$ cat config.mk
export PLATFORM = sky130hd
export DESIGN_NAME = tl_cntr_phase_timed_flat
export DESIGN_NICKNAME = d
export VERILOG_FILES = /design/src/rtl/tl_pkg.sv /design/src/rtl/tl_cntr_phase_timed_if.sv /design/src/rtl/tl_next_phase.sv /design/src/rtl/tl_cntr_phase_timed.sv /design/src/flat_wrapper.sv
export SDC_FILE = /design/constraint.sdc
export NUM_CORES = 1
export LEC_CHECK = 0
export ABC_AREA = 1
export BUFFER_PORTS_ARGS = -buffer_cell sky130_fd_sc_hd__buf_2
export CAP_MARGIN = 20
export CORE_MARGIN = 1.5
export CORE_UTILIZATION = 25
export DETAILED_ROUTE_END_ITERATION = 10
export SYNTH_ARGS = -nofsm -noshare
export SYNTH_HDL_FRONTEND = slang
export SYNTH_SLANG_ARGS = --single-unit
$ cat constraint.sdc
create_clock -name clk -period 1.66 [get_ports clk]
set_clock_uncertainty 0.2 [all_clocks]
set_input_delay 0.249 -clock clk [delete_from_list [all_inputs] [get_ports clk]]
set_output_delay 0.249 -clock clk [all_outputs]
set_load 0.01 [all_outputs]
$ cat src/rtl/tl_pkg.sv
// Shared types and parameter legality helper for the phase-timed traffic light controller.
package tl_pkg;

    typedef enum logic [1:0] {
        S_GREEN  = 2'b00,
        S_YELLOW = 2'b01,
        S_ALLRED = 2'b10
    } tl_state_e;

    function automatic bit params_ok(input int n_phase, input int cnt_w, input int min_green,
                                     input int max_green, input int yellow_cyc);
        return (n_phase >= 2) && (min_green >= 1) && (min_green <= max_green) &&
               (max_green < (1 << cnt_w)) && (yellow_cyc >= 1) && (yellow_cyc < (1 << cnt_w));
    endfunction

endpackage

$ cat src/rtl/tl_cntr_phase_timed_if.sv
// Sensor-in / lamp-out bundle; master is the controller, slave is the sensor/lamp side.
interface tl_cntr_phase_timed_if #(
    parameter int N_PHASE = 4
);
    localparam int PH_W = $clog2(N_PHASE);

    logic [N_PHASE-1:0] T;
    logic [N_PHASE-1:0] green;
    logic [N_PHASE-1:0] yellow;
    logic [N_PHASE-1:0] red;
    logic [PH_W-1:0]    phase;
    logic [1:0]         state;

    modport master (input T, output green, output yellow, output red, output phase, output state);
    modport slave  (output T, input green, input yellow, input red, input phase, input state);
endinterface

$ cat src/rtl/tl_next_phase.sv
// Round-robin search for the first demanding phase after p (p itself excluded).
// Purely combinational; nxt_phase is only meaningful when found is set.
module tl_next_phase #(
    parameter int N_PHASE = 4,
    parameter int PH_W    = $clog2(N_PHASE)
) (
    input  logic [N_PHASE-1:0] t,
    input  logic [PH_W-1:0]    p,
    output logic [PH_W-1:0]    nxt_phase,
    output logic               found
);
    int idx;

    always_comb begin
        nxt_phase = '0;
        found     = 1'b0;
        idx       = 0;
        for (int i = 1; i < N_PHASE; i++) begin
            // Explicit wrap keeps non-power-of-two phase counts in range.
            idx = int'(p) + i;
            if (idx >= N_PHASE) idx = idx - N_PHASE;
            if (!found && t[idx]) begin
                found     = 1'b1;
                nxt_phase = PH_W'(idx);
            end
        end
    end
endmodule

$ cat src/rtl/tl_cntr_phase_timed.sv
// N-phase traffic light controller with min/max green, fixed yellow and one-cycle all-red.
// Lamps decode registers only; a sensor change at edge k steers the decision at edge k+1.
module tl_cntr_phase_timed
    import tl_pkg::*;
#(
    parameter int N_PHASE    = 4,
    parameter int CNT_W      = 8,
    parameter int MIN_GREEN  = 4,
    parameter int MAX_GREEN  = 16,
    parameter int YELLOW_CYC = 3,
    parameter int PH_W       = $clog2(N_PHASE)
) (
    input  logic                  clk,
    input  logic                  reset,
    tl_cntr_phase_timed_if.master bus
);
    if (!params_ok(N_PHASE, CNT_W, MIN_GREEN, MAX_GREEN, YELLOW_CYC)) begin : g_bad_params
        $error("tl_cntr_phase_timed: illegal parameter combination");
    end

    localparam logic [CNT_W-1:0] MIN_LAST = CNT_W'(MIN_GREEN - 1);
    localparam logic [CNT_W-1:0] MAX_LAST = CNT_W'(MAX_GREEN - 1);
    localparam logic [CNT_W-1:0] YEL_LAST = CNT_W'(YELLOW_CYC - 1);
    localparam logic [PH_W-1:0]  PH_LAST  = PH_W'(N_PHASE - 1);

    tl_state_e          state_q, state_d;
    logic [PH_W-1:0]    phase_q, phase_d;
    logic [CNT_W-1:0]   cnt_q, cnt_d;
    logic [N_PHASE-1:0] ph_oh;
    logic               other_dem;
    logic [PH_W-1:0]    srch_phase;
    logic               srch_found;

    tl_next_phase #(.N_PHASE(N_PHASE), .PH_W(PH_W)) u_next_phase (
        .t         (bus.T),
        .p         (phase_q),
        .nxt_phase (srch_phase),
        .found     (srch_found)
    );

    assign ph_oh     = N_PHASE'(1) << phase_q;
    assign other_dem = |(bus.T & ~ph_oh);

    always_comb begin
        state_d = state_q;
        phase_d = phase_q;
        cnt_d   = cnt_q;
        unique case (state_q)
            S_GREEN: begin
                if ((cnt_q >= MIN_LAST) && other_dem && (!bus.T[phase_q] || (cnt_q == MAX_LAST))) begin
                    state_d = S_YELLOW;
                    cnt_d   = '0;
                end else if (cnt_q != MAX_LAST) begin
                    cnt_d = cnt_q + 1'b1;
                end
            end
            S_YELLOW: begin
                if (cnt_q == YEL_LAST) begin
                    state_d = S_ALLRED;
                    cnt_d   = '0;
                end else begin
                    cnt_d = cnt_q + 1'b1;
                end
            end
            S_ALLRED: begin
                state_d = S_GREEN;
                cnt_d   = '0;
                if (srch_found)            phase_d = srch_phase;
                else if (phase_q == PH_LAST) phase_d = '0;
                else                       phase_d = phase_q + 1'b1;
            end
            default: begin
                // Unreachable encoding: recover to a known safe phase.
                state_d = S_GREEN;
                phase_d = '0;
                cnt_d   = '0;
            end
        endcase
    end

    always_ff @(posedge clk) begin
        if (reset) begin
            state_q <= S_GREEN;
            phase_q <= '0;
            cnt_q   <= '0;
        end else begin
            state_q <= state_d;
            phase_q <= phase_d;
            cnt_q   <= cnt_d;
        end
    end

    assign bus.green  = (state_q == S_GREEN)  ? ph_oh : '0;
    assign bus.yellow = (state_q == S_YELLOW) ? ph_oh : '0;
    assign bus.red    = ~(bus.green | bus.yellow);
    assign bus.phase  = phase_q;
    assign bus.state  = state_q;
endmodule

$ cat src/flat_wrapper.sv
// flat-port wrapper written by rule: the top's interface ports become plain ports
module tl_cntr_phase_timed_flat import tl_pkg::*;
#(
    parameter int N_PHASE    = 4,
    parameter int CNT_W      = 8,
    parameter int MIN_GREEN  = 4,
    parameter int MAX_GREEN  = 16,
    parameter int YELLOW_CYC = 3,
    parameter int PH_W       = $clog2(N_PHASE)
)
  (clk, reset, bus_T, bus_green, bus_yellow, bus_red, bus_phase, bus_state);
  tl_cntr_phase_timed_if #(.N_PHASE(N_PHASE)) bus_i ();
  input  logic clk;
  input  logic reset;
  input wire logic [$bits(bus_i.T)-1:0] bus_T;
  output wire logic [$bits(bus_i.green)-1:0] bus_green;
  output wire logic [$bits(bus_i.yellow)-1:0] bus_yellow;
  output wire logic [$bits(bus_i.red)-1:0] bus_red;
  output wire logic [$bits(bus_i.phase)-1:0] bus_phase;
  output wire logic [$bits(bus_i.state)-1:0] bus_state;
  assign bus_i.T = bus_T;
  assign bus_green = bus_i.green;
  assign bus_yellow = bus_i.yellow;
  assign bus_red = bus_i.red;
  assign bus_phase = bus_i.phase;
  assign bus_state = bus_i.state;
  tl_cntr_phase_timed #(.N_PHASE(N_PHASE), .CNT_W(CNT_W), .MIN_GREEN(MIN_GREEN), .MAX_GREEN(MAX_GREEN), .YELLOW_CYC(YELLOW_CYC), .PH_W(PH_W)) u_core (.clk(clk), .reset(reset), .bus(bus_i));
endmodule
==> run metrics, run 1 <==
Avg Cell Area, Syn=5.96 um^2; Core Region=just under 0.004 mm^2; Sink Count=12; Routability Congestion=around 0.84; number of remaining DRC errors=0; maximum fanout along the worst path=5; Post-Synthesis Cell Area=between 0.001 and 0.0015 mm^2; post-synthesis to final-layout area growth=58.5%; crit path kind=flop to flop; run status=complete, but fails checks; Critical Path RT=approximately 1600 ps; total global-route track usage=between 10% and 20%; Max Freq=about 0.58 GHz; Synth Net Count=183; routed wl met3=about 70 um; Routed Wire Length=roughly 2900 um; Buffers on Ports=21; MaxCap Viol Count=0; pwr dens=~640 mW/mm^2; pre-CTS setup slack=-32.9 ps; first-pass GRT wire length=approximately 4600 um; Avg Vias per Cell=around 4.4; crit path launch type=flop; Logic pwr share=between 30 and 40%; num ports=22; Final Hold Viols=0; antenna cells=0; non-filler cells, final=roughly 270; sequential share of power=between 30 and 40%; Syn Inst Count=approximately 170; CTS tree=yes; setup total negative slack=-377 ps; average wire per cell in the routed design=around 11 um; CP Capture Type=flop; P_sw=361 uW; initial antenna violation count=0; endpoints failing setup=12; CTS max path bufs=2; leakage=0.000829 uW; Tightest Pin Transition=between 200 and 300 ps; cts hold-fix bufs=0; max-slew violation count=0; Worst-path clk slew=around 60 ps; Sw Ratio=35.1%; die height=roughly 67 um; RSZ-0062 raised after global routing=yes; Antenna Nets Post-Route=0; register area share after synthesis=between 20% and 30%; Die X-Extent=approximately 67 um; Synth Warn #=0; final setup slack of the worst path=-64.8 ps; wl on met1=approximately 1200 um; largest net degree at the start of global routing=10; CTS HTree Levels=1; final net count=approximately 230; die area=0.00447 mm^2; Clock Power Share=roughly 32%; Worst Hold Class=input pin to flop; relative slew slack=around 83%; total number of vias=between 1000 and 1500; Tcrit/Tclk final=104%; Peak VDD IR=approximately 270 uV; met2 wire len=~1600 um; CTS buffer count=3; Rows=23; Yosys reg bits=12; Clock Latency Late Sink=between 200 and 300 ps; Worst Path Arrival=approximately 1700 ps; initial DRC count=36; GRT overflow=0; Initial Util=approximately a quarter; min cycle time layout=around 1700 ps; DR pass1 iterations=4; CTS root buf=clkbuf_8; top sig layer=met4; failing checks=setup timing; Internal=around 670 uW; layout cells sized above 1=~45%; library cells used by synthesis=21; placed cell count=262; vias in the first global route=between 1000 and 1500; HPWL after detailed placement=2050 um
-- worst paths after layout --
kind / startpoint / end / slack [ps] / depth (start not counted)
hold reg to reg: u_core.cnt_q[7] / u_core.cnt_q[7] / 310 / 2
setup reg to reg: u_core.bus.phase[0] / u_core.cnt_q[6] / -60 / 11
setup / recovery: u_core.bus.phase[0] / u_core.cnt_q[6] / -60 / 11
hold / removal: reset / u_core.bus.phase[1] / 60 / 2
-- synth_stat cells, drive strengths merged --
master / number / area share, %
nand2: 48 / 20
inv: 34 / 13
nor2: 25 / 10
nand3: 19 / 9.3
dfxtp: 12 / 24
a21oi: 10 / 5.7
ha: 6 / 7.4
o21ai: 4 / 2.0
xor2: 4 / 3.4
nand4: 3 / 1.8
nor3: 3 / 1.5
and3: 1 / 0.74
clkinv: 1 / 0.37
xnor2: 1 / 0.86
-- power by group through the flow --
stage               logic, uW  clock network (uW)  registers (uW)
finish                    378                 329             322
global route              420                 358             324
CTS                       343                 340             322
detailed placement        324                   0             329
global placement          323                   0             327
floorplan                 196                   0             337
-- through the flow --
stage	util, %	power [uW]	area [um^2]	hold WS (ps)
2_1_floorplan	-	534	1040	108
3_3_place_gp	34.1	650	1350	316
3_5_place_dp	34.1	653	1350	314
4_1_cts	37.5	1010	1490	51.1
5_1_grt	40.6	1100	1610	61.2
6_report	40.6	1030	1610	64.2
-- placed cells by master (no fill, tap or decap), drive strengths merged --
master and count:
nor2 25, inv 35, xor2 4, nand2 49, buf 43, clkbuf 4, a21oi 10, and3 1
nand3 19, o21ai 4, nor3 3, xnor2 1, ha 6, dfxtp 12, nand4 3
-- worst max-delay path, cell delays in order, from the launching register on --
cell and delay [ps]:
dfxtp_4 390, inv_6 50, ha_4 150, inv_2 50, nand2_1 50, nand2_1 60
nor2_1 50, nor2_2 190, nand2_4 120, nand2_4 90, nand2_4 70, and3_4 150
-- state kept, by name, indices dropped and copies added (netlist names) --
signal	count
u_core.bus.phase	2
u_core.cnt_q	8
u_core.bus.state	2
-- cells by family after synthesis --
| logic type | synth area share (%) |
|---|---|
| adders and majority gates | 7.37 |
| and+or+nand+nor | 44.2 |
| DFF | 23.6 |
| buffers and inverters | 12.9 |
| AOI/OAI and AO/OA | 7.62 |
| xor gates and xnor gates | 4.30 |
-- per-layer routing --
layer  GRT usage, %  up-vias
met4           4.59        0
met1           15.3      528
met5              0        -
met3           2.53        5
met2           24.4       21
li1               -      626
-- cell type report --
cell class              instances  area, um^2
repair buffers                 43         290
well taps                      50        62.6
fillers                       409        2360
multi-input cells             125         812
clock buffers                   4        55.1
flip-flops and latches         12         248
inverters                      35         146
-- what timing repair did --
action | CTS | global route
cloned | 0 | 1
buffers inserted | 3 | 0
hold endpoints to repair | 0 | 0
gates resized for setup | 14 | 36
setup endpoints to repair | 17 | 24
pin swaps | 1 | 20
Note: power is estimated with default switching activity, not from simulation.
==> inputs of run 2 (changes only) <==
- CORE_UTILIZATION: 25 -> 30
- SYNTH_HIERARCHICAL: default -> 1
==> run 2 against run 1 <==
The flow still finishes with violations (setup timing). Setup slack worse by 94 ps. Sequential cell count did not move. Critical path depth did not move. Non-clock buffer count up 10. Highest routed layer unchanged.
==> run metrics, run 2 <==
main area contributors after synthesis=dfxtp_1, nand2_1, inv_1; antenna cells=0 (unchanged); total number of vias=1323 (+12%); crit path kind=flop to flop; post-synthesis to final-layout area growth=54.2%; Routed Wire Length=3100 um (+7.6%); Worst Hold Class=input pin to flop; Tot Pwr=1140 uW (+11%); cts hold-fix bufs=0 (unchanged); asr flop ratio synth=0% (unchanged); initial antenna violation count=0 (unchanged); hold_sp=reset; register area share after synthesis=20.3% (-3.3 points); Clock Latency Late Sink=240 ps (about the same); post-synthesis simple-gate area fraction=51.8% (+7.6 points); Critical-path top delay cell=dfxtp_4; placed cell count=282 (+7.6%); non-filler cells, final=296 (+10%); CTS tree=yes; post-synthesis mux area share=0% (unchanged); Rows=22 (-4.3%); largest family of logic cells by synthesized area=simple AND/OR/NAND/NOR gates; CP peak stage delay=360 ps (-30 ps); max-slew violation count=0 (unchanged); Yosys reg bits=12 (unchanged); die area=0.00434 mm^2 (-2.9%); CTS max path bufs=2 (unchanged); CTS buffer count=3 (unchanged); max reg flops=8 (unchanged); CP cell instances=buf_6, buf_4, nand2_2, nand2_2, nand2_2, nand2_4, nor2_4, nand3_2, o31ai_2, nand3_1, a21oi_1; Worst Path Arrival=1790 ps (+120 ps); Final Hold Viols=0 (unchanged); DR pass1 iterations=4 (unchanged); HPWL after detailed placement=2170 um (+5.9%); synthesized-area fraction occupied by adder cells=6.34% (-1.0 points); CTS HTree Levels=1 (unchanged); largest net degree at the start of global routing=12 (+2); Tightest Pin Transition=267 ps (+12.2 ps); average wire per cell in the routed design=10.5 um (-2.2%); Avg Vias per Cell=4.47 (+1.9%); final setup slack of the worst path=-158 ps (-93.6 ps); CP most frequent cell=nand2_2; most frequent cells in the layout=nand2_1, buf_4, inv_1; total global-route track usage=13.6% (+0.28 points); Synth Warn #=6 (+6); num ports=22 (unchanged); final net count=261 (+13%); Routability Congestion=0.846 (+0.89%); run status=complete, but fails checks; library cells used by synthesis=24 (+14%); maximum fanout along the worst path=5 (unchanged); vias in the first global route=1042 (-4.9%); RSZ-0062 raised after global routing=yes; Critical Path RT=1630 ps (+20 ps); Die X-Extent=65.8 um (-1.5%); Top FF cell, synth=dfxtp_1; endpoints failing setup=20 (+8); pwr dens=626 mW/mm^2 (-1.8%); Initial Util=31.9% (+6.2 points); Max Freq=0.550 GHz (-5.1%); Compound-Gate Fraction of Synth Area=6.34% (-1.3 points); Syn Inst Count=192 (+12%); share of the synthesized area in the top cell type=20.3% (-3.3 points); GRT overflow=0 (unchanged); MaxCap Viol Count=0 (unchanged); min cycle time layout=1820 ps (+93.6 ps); most common cell after layout, fill and taps aside=nand2_1; EDFF count, synth=0 (unchanged); Synth area leader=dfxtp_1; first-pass GRT wire length=4570 um (+0.29%); list of most frequent post-synthesis cells=nand2_1, inv_1, nand3_1; Post-Synthesis Cell Area=0.00118 mm^2 (+16%); Antenna Nets Post-Route=0 (unchanged); Critical Path Start=u_core/bus.phase[1]; Tcrit/Tclk final=110% (+5.6 points); CP Capture Type=flop; initial DRC count=68 (+89%); xor and xnor area share after synthesis=2.22% (-2.1 points); Worst-path clk slew=50 ps (about the same); relative slew slack=82.2% (-0.81 points); leakage=0.000934 uW (+13%); Buffers on Ports=21 (unchanged); Synth Net Count=204 (+11%); Top reg by flops=u_core/cnt_q; layout cells sized above 1=52.0% (+7.3 points); RR Startpoint=u_core/bus.phase[1]; number of remaining DRC errors=0 (unchanged); failing checks=setup timing; setup total negative slack=-932 ps (-555 ps); top-count cell post-synth=nand2_1; final core occ=49.2% (+8.5 points); crit path launch type=flop; CTS root buf=clkbuf_8; die height=65.8 um (-1.5%); Peak VDD IR=502 uV (+83%); Core Region=0.00372 mm^2 (-6.4%); Avg Cell Area, Syn=6.17 um^2 (+3.6%); Sink Count=12 (unchanged)
-- run 2: changes by cell type in the layout (fill, tap and decap cells not counted), moves of 2 or more --
| cell | before | now |
|---|---|---|
| nor2_2 | 7 | 9 |
| buf_4 | 20 | 27 |
| nand3_1 | 15 | 13 |
| inv_2 | 3 | 6 |
| nand2_2 | 5 | 16 |
| ha_4 | 3 | 1 |
| nand3_2 | 4 | 11 |
| o21ai_1 | 2 | 0 |
| ha_2 | 1 | 3 |
| nand2_1 | 37 | 43 |
| nand2_4 | 7 | 5 |
| a21oi_2 | 6 | 4 |
-- run 2: per-layer routing --
layer	routed length (um)	vias up	share of wire (%)	track usage, %
met5	0	-	0	0
met2	1520	23	49	20.8
li1	-	707	-	-
met1	1480	591	48	19.3
met4	12	0	0.39	4.69
met3	87	2	2.8	2.04
-- run 2: logic make-up (layout without fill, tap and decap cells) --
family | Yosys count | count (layout)
AOI/OAI and AO/OA | 13 | 13
xor gates and xnor gates | 3 | 3
adders and majority gates | 6 | 6
buffers and inverters | 37 | 93
DFF | 12 | 12
and+or+nand+nor | 121 | 121
-- run 2: metrics by stage --
step | cell area [um^2] | worst slack (ps) | hold WS [ps]
finish | 1830 | -158 | 88.8
global route | 1830 | -276 | 93.4
CTS | 1610 | -125 | 83.8
detailed placement | 1520 | -92.2 | 341
global placement | 1520 | -76.8 | 338
floorplan | 1200 | -4.53 | 108
-- run 2: critical path: cells and delay by family (launching register included) --
| kind | cells | cell delay [ps] |
|---|---|---|
| AOI/OAI and AO/OA | 2 | 310 |
| buffers and inverters | 2 | 250 |
| DFF | 1 | 360 |
| and+or+nand+nor | 7 | 630 |
-- run 2: final cells by class --
type,instances,area [um^2]
sequential,12,248
fill,379,1890
clock inverter,1,3.75
clock buffer,3,41.3
timing repair buffer,53,379
multi-input combinational,143,945
inverter,36,150
tap,48,60.1
-- run 2: path summary, 6_finish.rpt --
| path | end | slack, ps | cells past startpoint |
|---|---|---|---|
| setup reg to reg | u_core/bus.phase[0] | -160 | 11 |
| hold / removal | u_core/bus.phase[0] | 90 | 2 |
| hold reg to reg | u_core/cnt_q[4] | 340 | 2 |
| setup / recovery | u_core/bus.phase[0] | -160 | 11 |
-- run 2: repair_timing --
action,CTS,global route
setup endpoints to repair,23,23
setup buffers,3,7
pin swaps,0,16
cloned,0,0
gates resized for setup,5,43
-- run 2: power breakdown --
part / leakage (uW) / internal [uW] / switching [uW] / total, uW
logic: 0.000812 / 228 / 311 / 539
clock network: 0.0000231 / 163 / 106 / 269
registers: 0.0000989 / 314 / 21.4 / 336
==> inputs of run 3 (changes only) <==
- SYNTH_HIERARCHICAL: 1 -> default
==> run 3 against run 2 <==
Sequential cell count stayed put. Hold slack worse by 56 ps. Global-route usage is 2.7 points higher. Core utilization is 2.4 points higher. Critical path type is now flop to output port. Die area is 13% lower. Cell count is 9.5% lower. The flow still finishes with violations (setup timing). Clock-buffer cell count is 1 higher. Via count is 8.6% lower. Setup slack better by 76 ps. Cell area is 12% lower. Clock power is 9.7% lower.
==> run metrics, run 3 (synthesized netlist as in run 1, its figures left out) <==
Sw Ratio=36.3% (-2.0 points); Final Hold Viols=0 (unchanged); final net count=237 (-9.2%); number of remaining DRC errors=0 (unchanged); HPWL after detailed placement=2150 um (-0.98%); Avg Vias per Cell=4.51 (+0.93%); crit path kind=flop to output port; total number of vias=1209 (-8.6%); Initial Util=32.6% (+0.67 points); pwr dens=592 mW/mm^2 (-5.4%); Top reg by flops=u_core.cnt_q; fillers=326 (-14%); DR pass1 iterations=4 (unchanged); CTS max path bufs=2 (unchanged); largest net degree at the start of global routing=10 (-2); cts hold-fix bufs=0 (unchanged); Routed Wire Length=2930 um (-5.7%); most common cell after layout, fill and taps aside=nand2_1; die area=0.00375 mm^2 (-13%); CTS buffer count=3 (unchanged); area of the multi-input gates=783 um^2 (-17%); leakage=0.000854 uW (-8.6%); Buffers on Ports=21 (unchanged); CTS root buf=clkbuf_4; post-synthesis to final-layout area growth=58.5%; GRT overflow=0 (unchanged); Worst Hold Class=input pin to flop; Worst Path Arrival=1290 ps (-500 ps); first-pass GRT wire length=4550 um (-0.44%); initial antenna violation count=0 (unchanged); Worst R2R Setup Slack=-40 ps (+120 ps); num ports=22 (unchanged); relative slew slack=83.4% (+1.2 points); endpoints failing setup=13 (-35%); initial DRC count=41 (-40%); CTS HTree Levels=1 (unchanged); Internal=608 uW (-14%); final setup slack of the worst path=-82.0 ps (+76.3 ps); Tightest Pin Transition=248 ps (-19.3 ps); total global-route track usage=16.3% (+2.7 points); failing checks=setup timing; Tcrit/Tclk final=105% (-4.6 points); sequential share of power=33.5% (+4.1 points); Worst-path clk slew=80 ps (+30 ps); run status=complete, but fails checks; RSZ-0062 raised after global routing=yes; vias in the first global route=1114 (+6.9%); CP Capture Type=output port; Routability Congestion=0.850 (+0.54%); Max Freq=0.574 GHz (+4.4%); Peak VDD IR=360 uV (-28%); die height=61.3 um (-7.0%); Core Region=0.00313 mm^2 (-16%); Sink Count=12 (unchanged); crit path launch type=flop; CTS tree=yes; antenna cells=0 (unchanged); MaxCap Viol Count=0 (unchanged); max-slew violation count=0 (unchanged); register area=250 um^2 (+1.0%); layout cells sized above 1=46.4% (-5.6 points); maximum fanout along the worst path=4 (-1); min cycle time layout=1740 ps (-76.3 ps); Clock Latency Late Sink=280 ps (+40 ps); average wire per cell in the routed design=10.9 um (+4.2%); most frequent cells in the layout=nand2_1, inv_1, buf_4; final core occ=51.6% (+2.4 points); Critical Path RT=1210 ps (-420 ps); Antenna Nets Post-Route=0 (unchanged); Hold WS=33.1 ps (-55.6 ps); Clock Power Share=25.5% (+2.0 points); Die X-Extent=61.3 um (-7.0%); P_sw=347 uW (-21%); Logic pwr share=41.0% (-6.2 points); Rows=20 (-9.1%); max reg flops=8 (unchanged); setup total negative slack=-515 ps (+417 ps)
run 3: repair_timing:
| item | in CTS | in global routing |
|---|---|---|
| setup endpoints to repair | 16 | 23 |
| hold endpoints to repair | 0 | 0 |
| pin swaps | 10 | 6 |
| buffers inserted | 6 | 1 |
| resized for setup | 26 | 21 |
run 3: worst max-delay path, cell delays in order (launching register included):
cell and delay [ps]:
dfxtp_4 380, inv_4 80, ha_4 130, inv_2 30, buf_6 110, a21oi_2 100, inv_1 50, buf_2 130
run 3: layer usage:
layer / up-vias / GRT usage (%) / part of all wire (%)
met2: 13 / 28.0 / 50
met4: 0 / 4.97 / 0.92
met5: - / 0 / 0
li1: 634 / - / -
met1: 560 / 19.8 / 47
met3: 2 / 4.20 / 2.2
run 3: layout make-up:
cell class / instances / area share (%)
multi-input cells: 124 / 48.5
repair buffers: 49 / 21.2
well taps: 44 / 3.41
clock buffers: 4 / 2.25
flip-flops and latches: 12 / 15.5
inverters: 35 / 9.07
run 3: path summary, 6_finish.rpt:
check / endpoint / cells after the start / startpoint
setup / recovery: bus_red[1] / 7 / u_core.bus.phase[1]
hold / removal: u_core.bus.phase[1] / 2 / reset
setup reg to reg: u_core.cnt_q[6] / 11 / u_core.bus.phase[0]
hold reg to reg: u_core.cnt_q[7] / 2 / u_core.cnt_q[7]
run 3: stage by stage:
step                      cell area, um^2  setup slack (ps)  cells  power [uW]
final                                1610             -82.0    268         956
after global routing                 1610              -131    268        1020
after CTS                            1530             -73.9    268         937
after detailed placement             1360             -30.2    258         654
after global placement               1360              6.10    258         654
after floorplan                      1040              3.85    171         534
run 3: power groups by stage:
stage / registers (uW) / logic (uW) / clock network [uW]
global placement: 325 / 329 / 0
finish: 321 / 392 / 243
detailed placement: 326 / 327 / 0
CTS: 321 / 366 / 249
global route: 323 / 434 / 259
floorplan: 337 / 196 / 0
